File: config.mk
export PLATFORM = sky130hd
export DESIGN_NAME = addsub_seq_flat
export DESIGN_NICKNAME = d
export VERILOG_FILES = /design/src/rtl/addsub_pkg.sv /design/src/rtl/addsub_seq_if.sv /design/src/rtl/addsub_seq_chunk_addsub.sv /design/src/rtl/addsub_seq.sv /design/src/flat_wrapper.sv
export SDC_FILE = /design/constraint.sdc
export NUM_CORES = 1
export LEC_CHECK = 0
export BUFFER_PORTS_ARGS = -buffer_cell sky130_fd_sc_hd__buf_2
export CORE_MARGIN = 8
export CORE_UTILIZATION = 25
export DETAILED_ROUTE_END_ITERATION = 7
export PLACE_DENSITY = 0.46
export SETUP_SLACK_MARGIN = 0.3
export SLEW_MARGIN = 20
export SYNTH_ARGS = -nofsm -noshare
export SYNTH_HDL_FRONTEND = slang
export SYNTH_SLANG_ARGS = --single-unit
File: constraint.sdc
create_clock -name clk -period 3.5 [get_ports clk]
set_input_delay 0.875 -clock clk [delete_from_list [all_inputs] [get_ports clk]]
set_output_delay 0.875 -clock clk [all_outputs]
set_load 0.1 [all_outputs]
File: src/rtl/addsub_pkg.sv
// Shared types and sizing helpers for the chunked adder/subtractor.
//   state_t  : controller states
//   nchunks  : number of CHUNK-bit segments in a WIDTH-bit operand
//   idx_w    : chunk-index register width (clog2(N), at least 1)
package addsub_pkg;

  typedef enum logic [1:0] {
    IDLE = 2'd0,
    RUN  = 2'd1,
    NEG  = 2'd2,
    DONE = 2'd3
  } state_t;

  function automatic int nchunks(input int width, input int chunk);
    return width / chunk;
  endfunction

  function automatic int idx_w(input int n);
    return (n <= 1) ? 1 : $clog2(n);
  endfunction

endpackage

File: src/rtl/addsub_seq_if.sv
// Operand/result handshake bundle for addsub_seq.
//   in_valid/in_ready  : operand channel (a, b, sub, mag)
//   out_valid/out_ready: result channel (result, cout, ovf, neg)
// master = operand source / result consumer, slave = addsub_seq.
interface addsub_seq_if #(
  parameter int WIDTH = 16
);
  logic             in_valid;
  logic             in_ready;
  logic [WIDTH-1:0] a;
  logic [WIDTH-1:0] b;
  logic             sub;
  logic             mag;
  logic             out_valid;
  logic             out_ready;
  logic [WIDTH-1:0] result;
  logic             cout;
  logic             ovf;
  logic             neg;

  modport master (
    output in_valid, a, b, sub, mag, out_ready,
    input  in_ready, out_valid, result, cout, ovf, neg
  );

  modport slave (
    input  in_valid, a, b, sub, mag, out_ready,
    output in_ready, out_valid, result, cout, ovf, neg
  );
endinterface

File: src/rtl/addsub_seq_chunk_addsub.sv
// Combinational CHUNK-bit ripple-carry segment.
//   x, y     : chunk operands
//   cin      : carry into bit 0
//   sum      : chunk sum
//   cout     : carry out of the top bit
//   c_msb_in : carry into the top bit (for signed-overflow detection)
module chunk_addsub #(
  parameter int CHUNK = 4
) (
  input  logic [CHUNK-1:0] x,
  input  logic [CHUNK-1:0] y,
  input  logic             cin,
  output logic [CHUNK-1:0] sum,
  output logic             cout,
  output logic             c_msb_in
);
  logic [CHUNK:0] c;

  assign c[0] = cin;

  for (genvar i = 0; i < CHUNK; i++) begin : g_fa
    assign sum[i]  = x[i] ^ y[i] ^ c[i];
    assign c[i+1]  = (x[i] & y[i]) | (c[i] & (x[i] ^ y[i]));
  end

  assign cout     = c[CHUNK];
  assign c_msb_in = c[CHUNK-1];
endmodule

File: src/rtl/addsub_seq.sv
// Multi-cycle add/subtract, CHUNK bits per clock through one shared ripple
// segment. Optional magnitude mode re-runs the segment to form ~result+1
// when a subtraction borrows.
//   clk, rst : clock, synchronous active-high reset
//   io       : addsub_seq_if slave (operand and result handshakes)
module addsub_seq
  import addsub_pkg::*;
#(
  parameter int WIDTH = 16,
  parameter int CHUNK = 4
) (
  input  logic         clk,
  input  logic         rst,
  addsub_seq_if.slave  io
);
  localparam int N    = nchunks(WIDTH, CHUNK);
  localparam int IDXW = idx_w(N);
  localparam logic [IDXW-1:0] LAST = IDXW'(N - 1);

  if (WIDTH % CHUNK != 0) begin : g_bad_chunk
    $error("addsub_seq: WIDTH must be a multiple of CHUNK");
  end

  state_t state, state_nxt;

  // Operands/result are held chunk-sliced so the active chunk is a plain index.
  logic [N-1:0][CHUNK-1:0] opa, opb, res, res_nxt;
  logic [IDXW-1:0]         idx;
  logic                    carry, sub_r, mag_r, cout_r, ovf_r, neg_r;

  logic [CHUNK-1:0] ch_sum;
  logic             ch_co, ch_cmsb;
  logic             last, do_neg;

  chunk_addsub #(.CHUNK(CHUNK)) u_chunk (
    .x        (opa[idx]),
    .y        (opb[idx]),
    .cin      (carry),
    .sum      (ch_sum),
    .cout     (ch_co),
    .c_msb_in (ch_cmsb)
  );

  // Full result including the chunk being produced this cycle; NEG needs
  // the complete word on the final RUN chunk.
  always_comb begin
    res_nxt      = res;
    res_nxt[idx] = ch_sum;
  end

  assign last   = (idx == LAST);
  // On the final RUN chunk a missing carry-out is the subtraction borrow.
  assign do_neg = mag_r & sub_r & ~ch_co;

  // State register
  always_ff @(posedge clk) begin
    if (rst) state <= IDLE;
    else     state <= state_nxt;
  end

  // Next-state logic
  always_comb begin
    state_nxt = state;
    case (state)
      IDLE: if (io.in_valid)  state_nxt = RUN;
      RUN:  if (last)         state_nxt = do_neg ? NEG : DONE;
      NEG:  if (last)         state_nxt = DONE;
      DONE: if (io.out_ready) state_nxt = IDLE;
      default:                state_nxt = IDLE;
    endcase
  end

  // Outputs
  always_comb begin
    io.in_ready  = (state == IDLE);
    io.out_valid = (state == DONE);
    io.result    = res;
    io.cout      = cout_r;
    io.ovf       = ovf_r;
    io.neg       = neg_r;
  end

  // Datapath
  always_ff @(posedge clk) begin
    if (rst) begin
      opa    <= '0;
      opb    <= '0;
      res    <= '0;
      idx    <= '0;
      carry  <= 1'b0;
      sub_r  <= 1'b0;
      mag_r  <= 1'b0;
      cout_r <= 1'b0;
      ovf_r  <= 1'b0;
      neg_r  <= 1'b0;
    end else begin
      case (state)
        IDLE: if (io.in_valid) begin
          opa   <= io.a;
          opb   <= io.sub ? ~io.b : io.b;
          sub_r <= io.sub;
          mag_r <= io.mag;
          carry <= io.sub;   // +1 of the two's-complement negate
          idx   <= '0;
          neg_r <= 1'b0;
        end
        RUN: begin
          res   <= res_nxt;
          carry <= ch_co;
          idx   <= last ? '0 : idx + IDXW'(1);
          if (last) begin
            ovf_r  <= ch_cmsb ^ ch_co;
            cout_r <= ch_co ^ sub_r;
            if (do_neg) begin
              neg_r <= 1'b1;
              opa   <= ~res_nxt;
              opb   <= '0;
              carry <= 1'b1;
            end
          end
        end
        NEG: begin
          res   <= res_nxt;
          carry <= ch_co;
          idx   <= last ? '0 : idx + IDXW'(1);
        end
        default: ;
      endcase
    end
  end
endmodule
File: src/flat_wrapper.sv
// flat-port wrapper written by rule: the top's interface ports become plain ports
module addsub_seq_flat import addsub_pkg::*;
#(
  parameter int WIDTH = 16,
  parameter int CHUNK = 4
)
  (clk, rst, io_in_valid, io_a, io_b, io_sub, io_mag, io_out_ready, io_in_ready, io_out_valid, io_result, io_cout, io_ovf, io_neg);
  addsub_seq_if #(.WIDTH(WIDTH)) io_i ();
  input  logic clk;
  input  logic rst;
  input wire logic [$bits(io_i.in_valid)-1:0] io_in_valid;
  input wire logic [$bits(io_i.a)-1:0] io_a;
  input wire logic [$bits(io_i.b)-1:0] io_b;
  input wire logic [$bits(io_i.sub)-1:0] io_sub;
  input wire logic [$bits(io_i.mag)-1:0] io_mag;
  input wire logic [$bits(io_i.out_ready)-1:0] io_out_ready;
  output wire logic [$bits(io_i.in_ready)-1:0] io_in_ready;
  output wire logic [$bits(io_i.out_valid)-1:0] io_out_valid;
  output wire logic [$bits(io_i.result)-1:0] io_result;
  output wire logic [$bits(io_i.cout)-1:0] io_cout;
  output wire logic [$bits(io_i.ovf)-1:0] io_ovf;
  output wire logic [$bits(io_i.neg)-1:0] io_neg;
  assign io_i.in_valid = io_in_valid;
  assign io_i.a = io_a;
  assign io_i.b = io_b;
  assign io_i.sub = io_sub;
  assign io_i.mag = io_mag;
  assign io_i.out_ready = io_out_ready;
  assign io_in_ready = io_i.in_ready;
  assign io_out_valid = io_i.out_valid;
  assign io_result = io_i.result;
  assign io_cout = io_i.cout;
  assign io_ovf = io_i.ovf;
  assign io_neg = io_i.neg;
  addsub_seq #(.WIDTH(WIDTH), .CHUNK(CHUNK)) u_core (.clk(clk), .rst(rst), .io(io_i));
endmodule
==> results of run 1 <==
==> worst max-delay path, delay by kind of cell, from the launching register on <==
| family | cells | cell delay (ns) |
|---|---|---|
| adder cells (fa/ha/maj) | 4 | 1.34 |
| multiplexers | 2 | 0.53 |
| flip-flops | 1 | 0.37 |
| buffers and inverters | 4 | 0.34 |
| AND/OR/NAND/NOR | 1 | 0.20 |
| AO/OA/AOI/OAI | 1 | 0.18 |
==> metrics by stage <==
stage / hold WS, ns / std cells / setup slack [ns] / util [%]
after detailed placement: 0.456 / 562 / 0.329 / 28.2
after global routing: 0.480 / 581 / 0.310 / 30.9
after CTS: 0.459 / 578 / 0.327 / 30.6
after floorplan: 0.435 / 355 / 0.305 / -
final: 0.457 / 581 / 0.459 / 30.9
after global placement: 0.448 / 562 / 0.392 / 28.2
==> power breakdown <==
part | total (uW) | switching, uW | internal (uW)
sequential | 969 | 124 | 846
combinational | 1780 | 1100 | 677
clock | 944 | 305 | 639
==> routing by layer <==
layer  global-route usage [%]  vias to the layer above  wire, um
met5                        0                        -        10
met4                     4.91                        2       167
met3                     2.48                       15       327
met2                     17.0                       46      4200
met1                     13.0                     1302      4190
li1                         -                     1368         -
==> sequential cells by signal, summed over array words and instances, names as in the netlist <==
register / count
u_core.carry: 1
u_core.opb: 16
u_core.sub_r: 1
u_core.opa: 16
u_core.idx: 2
u_core.io.ovf: 1
u_core.state: 2
u_core.io.neg: 1
u_core.io.cout: 1
u_core.mag_r: 1
u_core.io.result: 16
==> layout make-up <==
cell class | count | area (um^2) | share of cell area [%]
Clock buffer | 11 | 243 | 5.99
Clock inverter | 5 | 77.6 | 1.91
Timing Repair Buffer | 69 | 380 | 9.38
Multi-Input combinational cell | 246 | 1910 | 47.1
Tap cell | 176 | 220 | 5.43
Sequential cell | 58 | 1160 | 28.7
Inverter | 16 | 60.1 | 1.48
==> worst max-delay path by stage <==
stage | start | end | depth (start not counted)
final | u_core.idx[0]$_SDFFE_PP0P_ | u_core.opa[12]$_SDFFE_PP0P_ | 12
after global routing | u_core.idx[0]$_SDFFE_PP0P_ | u_core.opa[10]$_SDFFE_PP0P_ | 12
after CTS | u_core.idx[0]$_SDFFE_PP0P_ | u_core.opb[15]$_SDFFE_PP0P_ | 12
after detailed placement | u_core.idx[0]$_SDFFE_PP0P_ | u_core.opa[12]$_SDFFE_PP0P_ | 12
after global placement | u_core.idx[0]$_SDFFE_PP0P_ | u_core.opa[11]$_SDFFE_PP0P_ | 12
after floorplan | u_core.idx[1]$_SDFFE_PP0P_ | u_core.opa[10]$_SDFFE_PP0P_ | 14
==> cell usage in the layout (no fill, tap or decap), types with 9 or more instances in the layout <==
cell type and count:
nor4_1 16, buf_4 10, xnor2_1 17, inv_1 13, buf_2 58, a21oi_1 11
a211oi_1 12, dfxtp_1 57, or2_2 12, clkbuf_16 9, mux2i_1 25, nor2_1 34
nand2_1 30, a311o_1 12
==> what timing repair did <==
action                                  CTS  global route
gates resized for setup                   1             2
pin swaps                                 0             1
setup buffers                             0             3
hold buffers                              0             0
endpoints found under the setup margin    1            28
==> logic make-up after synthesis <==
group / after synthesis
xor gates and xnor gates: 18
AOI/OAI and AO/OA: 69
and+or+nand+nor: 113
adders and majority gates: 12
DFF: 58
muxes: 34
buffers and inverters: 51
==> flow_metrics.env, run 1 <==
export IMPL_startpoint_type="flip-flop"
export IMPL_status="complete, no violations"
export IMPL_timing_hold_violations_final=0
export IMPL_post_route_period_util_pct=86.9
export IMPL_avgSynthCellArea_um2=9.43
export IMPL_antenna_found_initial=1
export IMPL_cp_slowest_cell="fa_2"
export IMPL_fin_skew_ns=0.00712
export IMPL_r2r_start="u_core.idx[0]$_SDFFE_PP0P_"
export IMPL_firstDrtPassIters=4
export IMPL_grt_pass1_vias=2754
export IMPL_die_area_um2=17300
export IMPL_fin_total_pwr_uw=3690
export IMPL_path_max_fanout=12
export IMPL_maxCapViolations=0
export IMPL_irDropWorstVdd_uv=381
export IMPL_reg2reg_slack_ns=0.46
export IMPL_dieHeight_um=132
export IMPL_cts_buffers=9
export IMPL_fin_setup_tns_ns=0
export IMPL_detail_route_antenna_nets=0
export IMPL_place_area_um2=3700
export IMPL_yosys_area_top_type="dfxtp_1"
export IMPL_cts_tree="done"
export IMPL_yosysMostFrequentCell="dfxtp_1"
export IMPL_power_density_nw_per_um2=911
export IMPL_clockBufferDepth=2
export IMPL_vias=2733
export IMPL_cts_htree_levels=3
export IMPL_leakage_uw=0.00161
export IMPL_synth_top_family_by_area="compound AO/OA/AOI/OAI gates"
export IMPL_std_cell_rows=42
export IMPL_synth_edf_count=0
export IMPL_dp_hpwl_um=6590
export IMPL_ios=59
export IMPL_max_freq_mhz=329
export IMPL_io_buffers=58
export IMPL_synth_flop_cell="dfxtp_1"
export IMPL_insertion_delay_ns=0.33
export IMPL_layout_nets=450
export IMPL_worstMarginPinSlew_ns=0.693
export IMPL_rsz0062_at_grt="false"
export IMPL_die_w_um=132
export IMPL_yosysSeqAreaShare_pct=34.7
export IMPL_min_path_type="reg -> reg"
export IMPL_overflow=0
export IMPL_stdcell_area_um2=4050
export IMPL_synthesis_nets=405
export IMPL_vias_per_cell=4.70
export IMPL_setup_viol=0
export IMPL_cts_root_buffer="clkbuf_16"
export IMPL_wirelength_um=8900
export IMPL_arrival_ns=3.29
export IMPL_synth_common_cells="dfxtp_1, nor2_1, nand2_1"
export IMPL_grt_usage_pct=10.5
export IMPL_async_flop_share_pct=0
export IMPL_wl_per_cell_um=15.3
export IMPL_path_clk_slew_ns=0.05
export IMPL_nFillCells=1419
export IMPL_max_stage_delay_ns=0.39
export IMPL_worstRegToRegCells=12
export IMPL_finalMaxSlewViolations=0
export IMPL_start_util_pct=25.5
export IMPL_syn_inst=355
export IMPL_synthXorXnorAreaFrac_pct=4.71
export IMPL_synth_warnings=0
export IMPL_final_min_clock_period_ns=3.04
export IMPL_synth_top_cell_area_share_pct=34.7
export IMPL_grt_pass1_wl_um=14700
export IMPL_worstReg2RegEnd="u_core.opa[12]$_SDFFE_PP0P_"
export IMPL_critical_path_class="reg -> reg"
export IMPL_synth_seq_cells=58
export IMPL_min_delay_path_depth=2
export IMPL_synthesis_area_um2=3350
export IMPL_hold_path_startpoint="u_core.io.cout$_SDFFE_PP0P_"
export IMPL_whs_endpoint="u_core.io.cout$_SDFFE_PP0P_"
export IMPL_place_gp_congestion=0.710
export IMPL_grt_max_degree=37
export IMPL_drive_above_1_share_pct=31.1
export IMPL_synth_area_leaders="dfxtp_1, mux2i_1, mux4_2"
export IMPL_path_common_cell="fa_2"
export IMPL_cts_sinks=58
export IMPL_coreArea_um2=13100
export IMPL_path_cells="mux4_2 -> inv_1 -> fa_2 -> inv_2 -> fa_2 -> inv_2 -> fa_2 -> fa_2 -> and4_4 -> o21ai_4 -> buf_8 -> mux2i_1"
export IMPL_first_iter_violations=126
export IMPL_syn_to_final_growth_pct=21.1
export IMPL_synth_compound_area_share_pct=17.0
export IMPL_cp_end_kind="flip-flop"
export IMPL_synthAdderAreaFrac_pct=5.38
export IMPL_remaining_drc_errors=0
export IMPL_slew_headroom_pct=53.8
export IMPL_yosysUniqueCellTypes=47
export IMPL_n_antenna_cell=0
export IMPL_cp_required_ns=3.75
export IMPL_yosys_area_share_simple_pct=16.4
export IMPL_synthMuxAreaShare_pct=13.2
No activity file was read; power rests on OpenSTA's default activity.
==> inputs of run 2 (changes only) <==
CORE_ASPECT_RATIO = 0.9   (was unset)
TNS_END_PERCENT = 50   (was unset)
==> run 2 against run 1 <==
Compared with the run above:
- critical path depth shrank 1
- utilization shrank 0.43 points
- cell count shrank 1.2%
- hold slack gained 0.0053 ns
- total power shrank 1.9%
- largest power group unchanged
==> flow_metrics.env, run 2 (synthesis results as in run 1) <==
export IMPL_final_cell_mix="buf_2, dfxtp_1, nor2_1"
export IMPL_worstMarginPinSlew_ns=0.999
export IMPL_post_route_period_util_pct=87.1
export IMPL_regArea_um2=1170
export IMPL_coreArea_um2=13200
export IMPL_vias_per_cell=4.78
export IMPL_finalMaxSlewViolations=0
export IMPL_timing_hold_violations_final=0
export IMPL_postCtsHoldBufs=0
export IMPL_layout_cells_most_common="buf_2"
export IMPL_insertion_delay_ns=0.33
export IMPL_cp_end_kind="flip-flop"
export IMPL_final_min_clock_period_ns=3.05
export IMPL_io_buffers=58
export IMPL_rsz0062_at_grt="false"
export IMPL_fin_skew_ns=0.0116
export IMPL_clockBufferDepth=2
export IMPL_fin_total_pwr_uw=3620
export IMPL_die_area_um2=17400
export IMPL_n_antenna_cell=0
export IMPL_cp_slowest_cell="fa_2"
export IMPL_vias=2742
export IMPL_nFillCells=1411
export IMPL_cp_required_ns=3.76
export IMPL_grt_usage_pct=10.7
export IMPL_instances_no_fill=574
export IMPL_dieHeight_um=126
export IMPL_firstDrtPassIters=4
export IMPL_max_stage_delay_ns=0.65
export IMPL_path_cells="mux4_2 -> inv_1 -> fa_2 -> inv_2 -> fa_2 -> inv_2 -> fa_2 -> fa_2 -> nand2_1 -> a311o_1 -> mux2i_1"
export IMPL_wirelength_um=9120
export IMPL_path_clk_slew_ns=0.05
export IMPL_cts_htree_levels=3
export IMPL_wl_per_cell_um=15.9
export IMPL_startpoint_type="flip-flop"
export IMPL_leakage_uw=0.00160
export IMPL_grt_pass1_vias=2775
export IMPL_slew_headroom_pct=33.0
export IMPL_cts_buffers=9
export IMPL_ios=59
export IMPL_status="complete, no violations"
export IMPL_multi_input_comb_area_um2=1910
export IMPL_maxCapViolations=0
export IMPL_layout_nets=451
export IMPL_arrival_ns=3.31
export IMPL_place_gp_congestion=0.725
export IMPL_min_path_type="reg -> reg"
export IMPL_start_util_pct=25.3
export IMPL_grt_max_degree=54
export IMPL_place_area_um2=3680
export IMPL_grt_pass1_wl_um=14700
export IMPL_cts_sinks=58
export IMPL_power_density_nw_per_um2=901
export IMPL_drive_above_1_share_pct=31.8
export IMPL_irDropWorstVdd_uv=413
export IMPL_die_w_um=138
export IMPL_remaining_drc_errors=0
export IMPL_cts_root_buffer="clkbuf_16"
export IMPL_first_iter_violations=188
export IMPL_detail_route_antenna_nets=0
export IMPL_place_inst=552
export IMPL_dp_hpwl_um=6540
export IMPL_fin_util_pct=30.4
export IMPL_syn_to_final_growth_pct=20.1
export IMPL_fin_setup_tns_ns=0
export IMPL_setup_viol=0
export IMPL_std_cell_rows=40
export IMPL_stdcell_area_um2=4020
export IMPL_path_max_fanout=8
export IMPL_max_freq_mhz=328
export IMPL_cts_tree="done"
export IMPL_critical_path_class="reg -> reg"
export IMPL_path_common_cell="fa_2"
export IMPL_overflow=0
export IMPL_antenna_found_initial=0
[run 2: cell types whose count changed in the layout (fill, tap and decap cells not counted)]
cell        before  now
buf_6            0    1
buf_8            1    0
dfxtp_1         57   56
buf_4           10   11
clkinvlp_4       1    2
clkbuf_8         1    3
bufinv_16        2    0
dfxtp_2          0    1
clkbuf_1         1    0
[run 2: metrics by stage]
step / setup slack [ns] / hold slack [ns]
final: 0.450 / 0.462
after CTS: 0.342 / 0.466
after detailed placement: 0.363 / 0.451
after floorplan: 0.305 / 0.435
after global routing: 0.304 / 0.490
after global placement: 0.417 / 0.445
[run 2: repair_timing]
action                                  in CTS  in global routing
gates resized for setup                      0                  3
endpoints found under the setup margin       0                 28
setup buffers                                0                  6
[run 2: power by group]
group	total [uW]	leakage [uW]	internal [uW]	switching (uW)
combinational	1810	0.000986	691	1120
clock	842	0.000141	533	308
sequential	970	0.000475	846	124
total	3620	0.00160	2070	1550
[run 2: area by class of cell]
cell class,instances,share of cell area (%)
Timing Repair Buffer,70,9.55
Sequential cell,58,29.0
Clock buffer,12,6.63
Tap cell,168,5.23
Multi-Input combinational cell,246,47.5
Clock inverter,4,0.622
Inverter,16,1.49
[run 2: final timing paths]
kind	slack (ns)	from	endpoint	cells after the start
max reg2reg	0.45	u_core.idx[0]$_SDFFE_PP0P_	u_core.opa[15]$_SDFFE_PP0P_	11
max	0.45	u_core.idx[0]$_SDFFE_PP0P_	u_core.opa[15]$_SDFFE_PP0P_	11
min reg2reg	0.46	u_core.io.cout$_SDFFE_PP0P_	u_core.io.cout$_SDFFE_PP0P_	2
min	0.46	u_core.io.cout$_SDFFE_PP0P_	u_core.io.cout$_SDFFE_PP0P_	2
[run 2: critical path: cells and delay by family (launching register included)]
family,cells,cell delay (ns)
adders and majority gates,4,1.57
AOI/OAI and AO/OA,1,0.37
buffers and inverters,3,0.15
muxes,2,0.45
DFF,1,0.36
and+or+nand+nor,1,0.07
[run 2: metal layers]
layer | wire length [um] | track usage [%] | share of wire, %
met1 | 4400 | 13.6 | 48
met4 | 114 | 3.60 | 1.3
met2 | 4190 | 16.8 | 46
met5 | 0 | 0 | 0
met3 | 404 | 3.22 | 4.4
==> inputs of run 3 (changes only) <==
PLACE_DENSITY = 0.42   (was 0.46)
==> run 3 against run 2 <==
Compared with the run above:
- sequential power grew 0.4%
- sequential cell count is the same
- first-iteration DRC count shrank 18%
- largest cell class unchanged
==> flow_metrics.env, run 3 (synthesis results as in run 1) <==
export IMPL_cts_root_buffer="clkbuf_16"
export IMPL_max_stage_delay_ns=0.40
export IMPL_fin_setup_tns_ns=0
export IMPL_syn_to_final_growth_pct=23.3
export IMPL_final_min_clock_period_ns=3.07
export IMPL_insertion_delay_ns=0.33
export IMPL_final_cell_mix="buf_2, dfxtp_1, nor2_1"
export IMPL_cts_buffers=9
export IMPL_clockBufferDepth=2
export IMPL_cts_htree_levels=3
export IMPL_antenna_found_initial=0
export IMPL_use_met1_pct=13.9
export IMPL_critical_path_class="reg -> reg"
export IMPL_irDropWorstVdd_uv=344
export IMPL_dp_hpwl_um=6680
export IMPL_power_density_nw_per_um2=934
export IMPL_multi_input_comb_area_um2=1910
export IMPL_fin_skew_ns=0.00480
export IMPL_use_met3_pct=4.13
export IMPL_min_path_type="reg -> reg"
export IMPL_grt_max_degree=35
export IMPL_cp_end_kind="flip-flop"
export IMPL_layout_cells_most_common="buf_2"
export IMPL_first_iter_violations=155
export IMPL_finalMaxSlewViolations=0
export IMPL_timing_hold_violations_final=0
export IMPL_regArea_um2=1170
export IMPL_instances_no_fill=576
export IMPL_top_usage_layer="met2"
export IMPL_cp_slowest_cell="fa_2"
export IMPL_layout_nets=453
export IMPL_rsz0062_at_grt="false"
export IMPL_vias=2702
export IMPL_setup_viol=0
export IMPL_grt_pass1_vias=2841
export IMPL_post_route_period_util_pct=87.8
export IMPL_gr_usage_met2_pct=18.0
export IMPL_n_antenna_cell=0
export IMPL_cts_sinks=58
export IMPL_path_common_cell="fa_2"
export IMPL_path_max_fanout=7
export IMPL_detail_route_antenna_nets=0
export IMPL_wl_per_cell_um=16.3
export IMPL_coreArea_um2=13200
export IMPL_std_cell_rows=40
export IMPL_firstDrtPassIters=4
export IMPL_vias_per_cell=4.69
export IMPL_startpoint_type="flip-flop"
export IMPL_dp_slack_ns=0.361
export IMPL_status="complete, no violations"
export IMPL_start_util_pct=25.3
export IMPL_drive_above_1_share_pct=32.1
export IMPL_maxCapViolations=0
export IMPL_reg2reg_slack_ns=0.43
export IMPL_nFillCells=1421
export IMPL_postCtsHoldBufs=0
export IMPL_worstMarginPinSlew_ns=0.644
export IMPL_place_inst=552
export IMPL_path_clk_slew_ns=0.05
export IMPL_cts_tree="done"
export IMPL_die_area_um2=17400
export IMPL_overflow=0
export IMPL_slew_headroom_pct=57.0
export IMPL_arrival_ns=3.33
export IMPL_max_freq_mhz=325
export IMPL_grt_pass1_wl_um=15200
export IMPL_cp_required_ns=3.76
export IMPL_fin_total_pwr_uw=3850
export IMPL_fin_ws_ns=0.426
export IMPL_io_buffers=58
export IMPL_leakage_uw=0.00165
export IMPL_grt_usage_pct=11.2
export IMPL_dieHeight_um=126
export IMPL_whs_ns=0.466
export IMPL_path_cells="mux4_2 -> inv_1 -> fa_2 -> inv_2 -> fa_2 -> inv_2 -> fa_2 -> fa_2 -> and4_4 -> o21ai_4 -> clkbuf_16 -> mux2i_1"
export IMPL_ios=59
export IMPL_die_w_um=138
export IMPL_remaining_drc_errors=0
export IMPL_wirelength_um=9420
export IMPL_place_gp_congestion=0.737
-- run 3: changes by cell type in the layout (fill, tap and decap cells not counted) --
cell        previous run  this run
bufinv_16              0         2
clkbuf_16              9        11
buf_12                 0         1
buf_6                  1         0
clkinv_2               2         1
clkinvlp_4             2         1
-- run 3: timing repair --
item	CTS	global route
buffers inserted	0	6
endpoints found under the setup margin	0	28
hold endpoints to repair	0	0
resized for setup	0	2
-- run 3: worst max-delay path: cells and delay by family, from the launching register on --
family	cells	cell delay, ns
multiplexers	2	0.50
adder cells (fa/ha/maj)	4	1.33
AND/OR/NAND/NOR	1	0.18
AO/OA/AOI/OAI	1	0.25
flip-flops	1	0.36
buffers and inverters	4	0.39
-- run 3: power breakdown --
| part | switching, uW | total [uW] | internal (uW) |
|---|---|---|---|
| sequential | 128 | 974 | 846 |
| combinational | 1150 | 1890 | 742 |
| clock | 310 | 989 | 680 |
-- run 3: layer usage --
| metal | vias to the layer above | share of wire, % |
|---|---|---|
| met5 | - | 0 |
| met2 | 41 | 48 |
| li1 | 1365 | - |
| met3 | 6 | 4.8 |
| met1 | 1290 | 47 |
| met4 | 0 | 0.82 |
-- run 3: path summary, 6_finish.rpt --
path	end	cells past startpoint	startpoint
max reg2reg	u_core.opa[6]$_SDFFE_PP0P_	12	u_core.idx[0]$_SDFFE_PP0P_
min reg2reg	u_core.opa[8]$_SDFFE_PP0P_	2	u_core.opa[8]$_SDFFE_PP0P_
max	u_core.opa[6]$_SDFFE_PP0P_	12	u_core.idx[0]$_SDFFE_PP0P_
min	u_core.opa[8]$_SDFFE_PP0P_	2	u_core.opa[8]$_SDFFE_PP0P_
-- run 3: per-stage QoR --
stage	area [um^2]	util (%)
after floorplan	3370	-
after CTS	4030	30.5
final	4130	31.2
after global placement	3690	27.9
after detailed placement	3690	27.9
after global routing	4130	31.2
-- run 3: cell type report --
cell class | count | share of cell area [%]
sequential | 58 | 28.3
clock buffer | 12 | 6.46
timing repair buffer | 72 | 10.7
clock inverter | 4 | 1.76
inverter | 16 | 1.46
multi-input combinational | 246 | 46.2
tap | 168 | 5.09
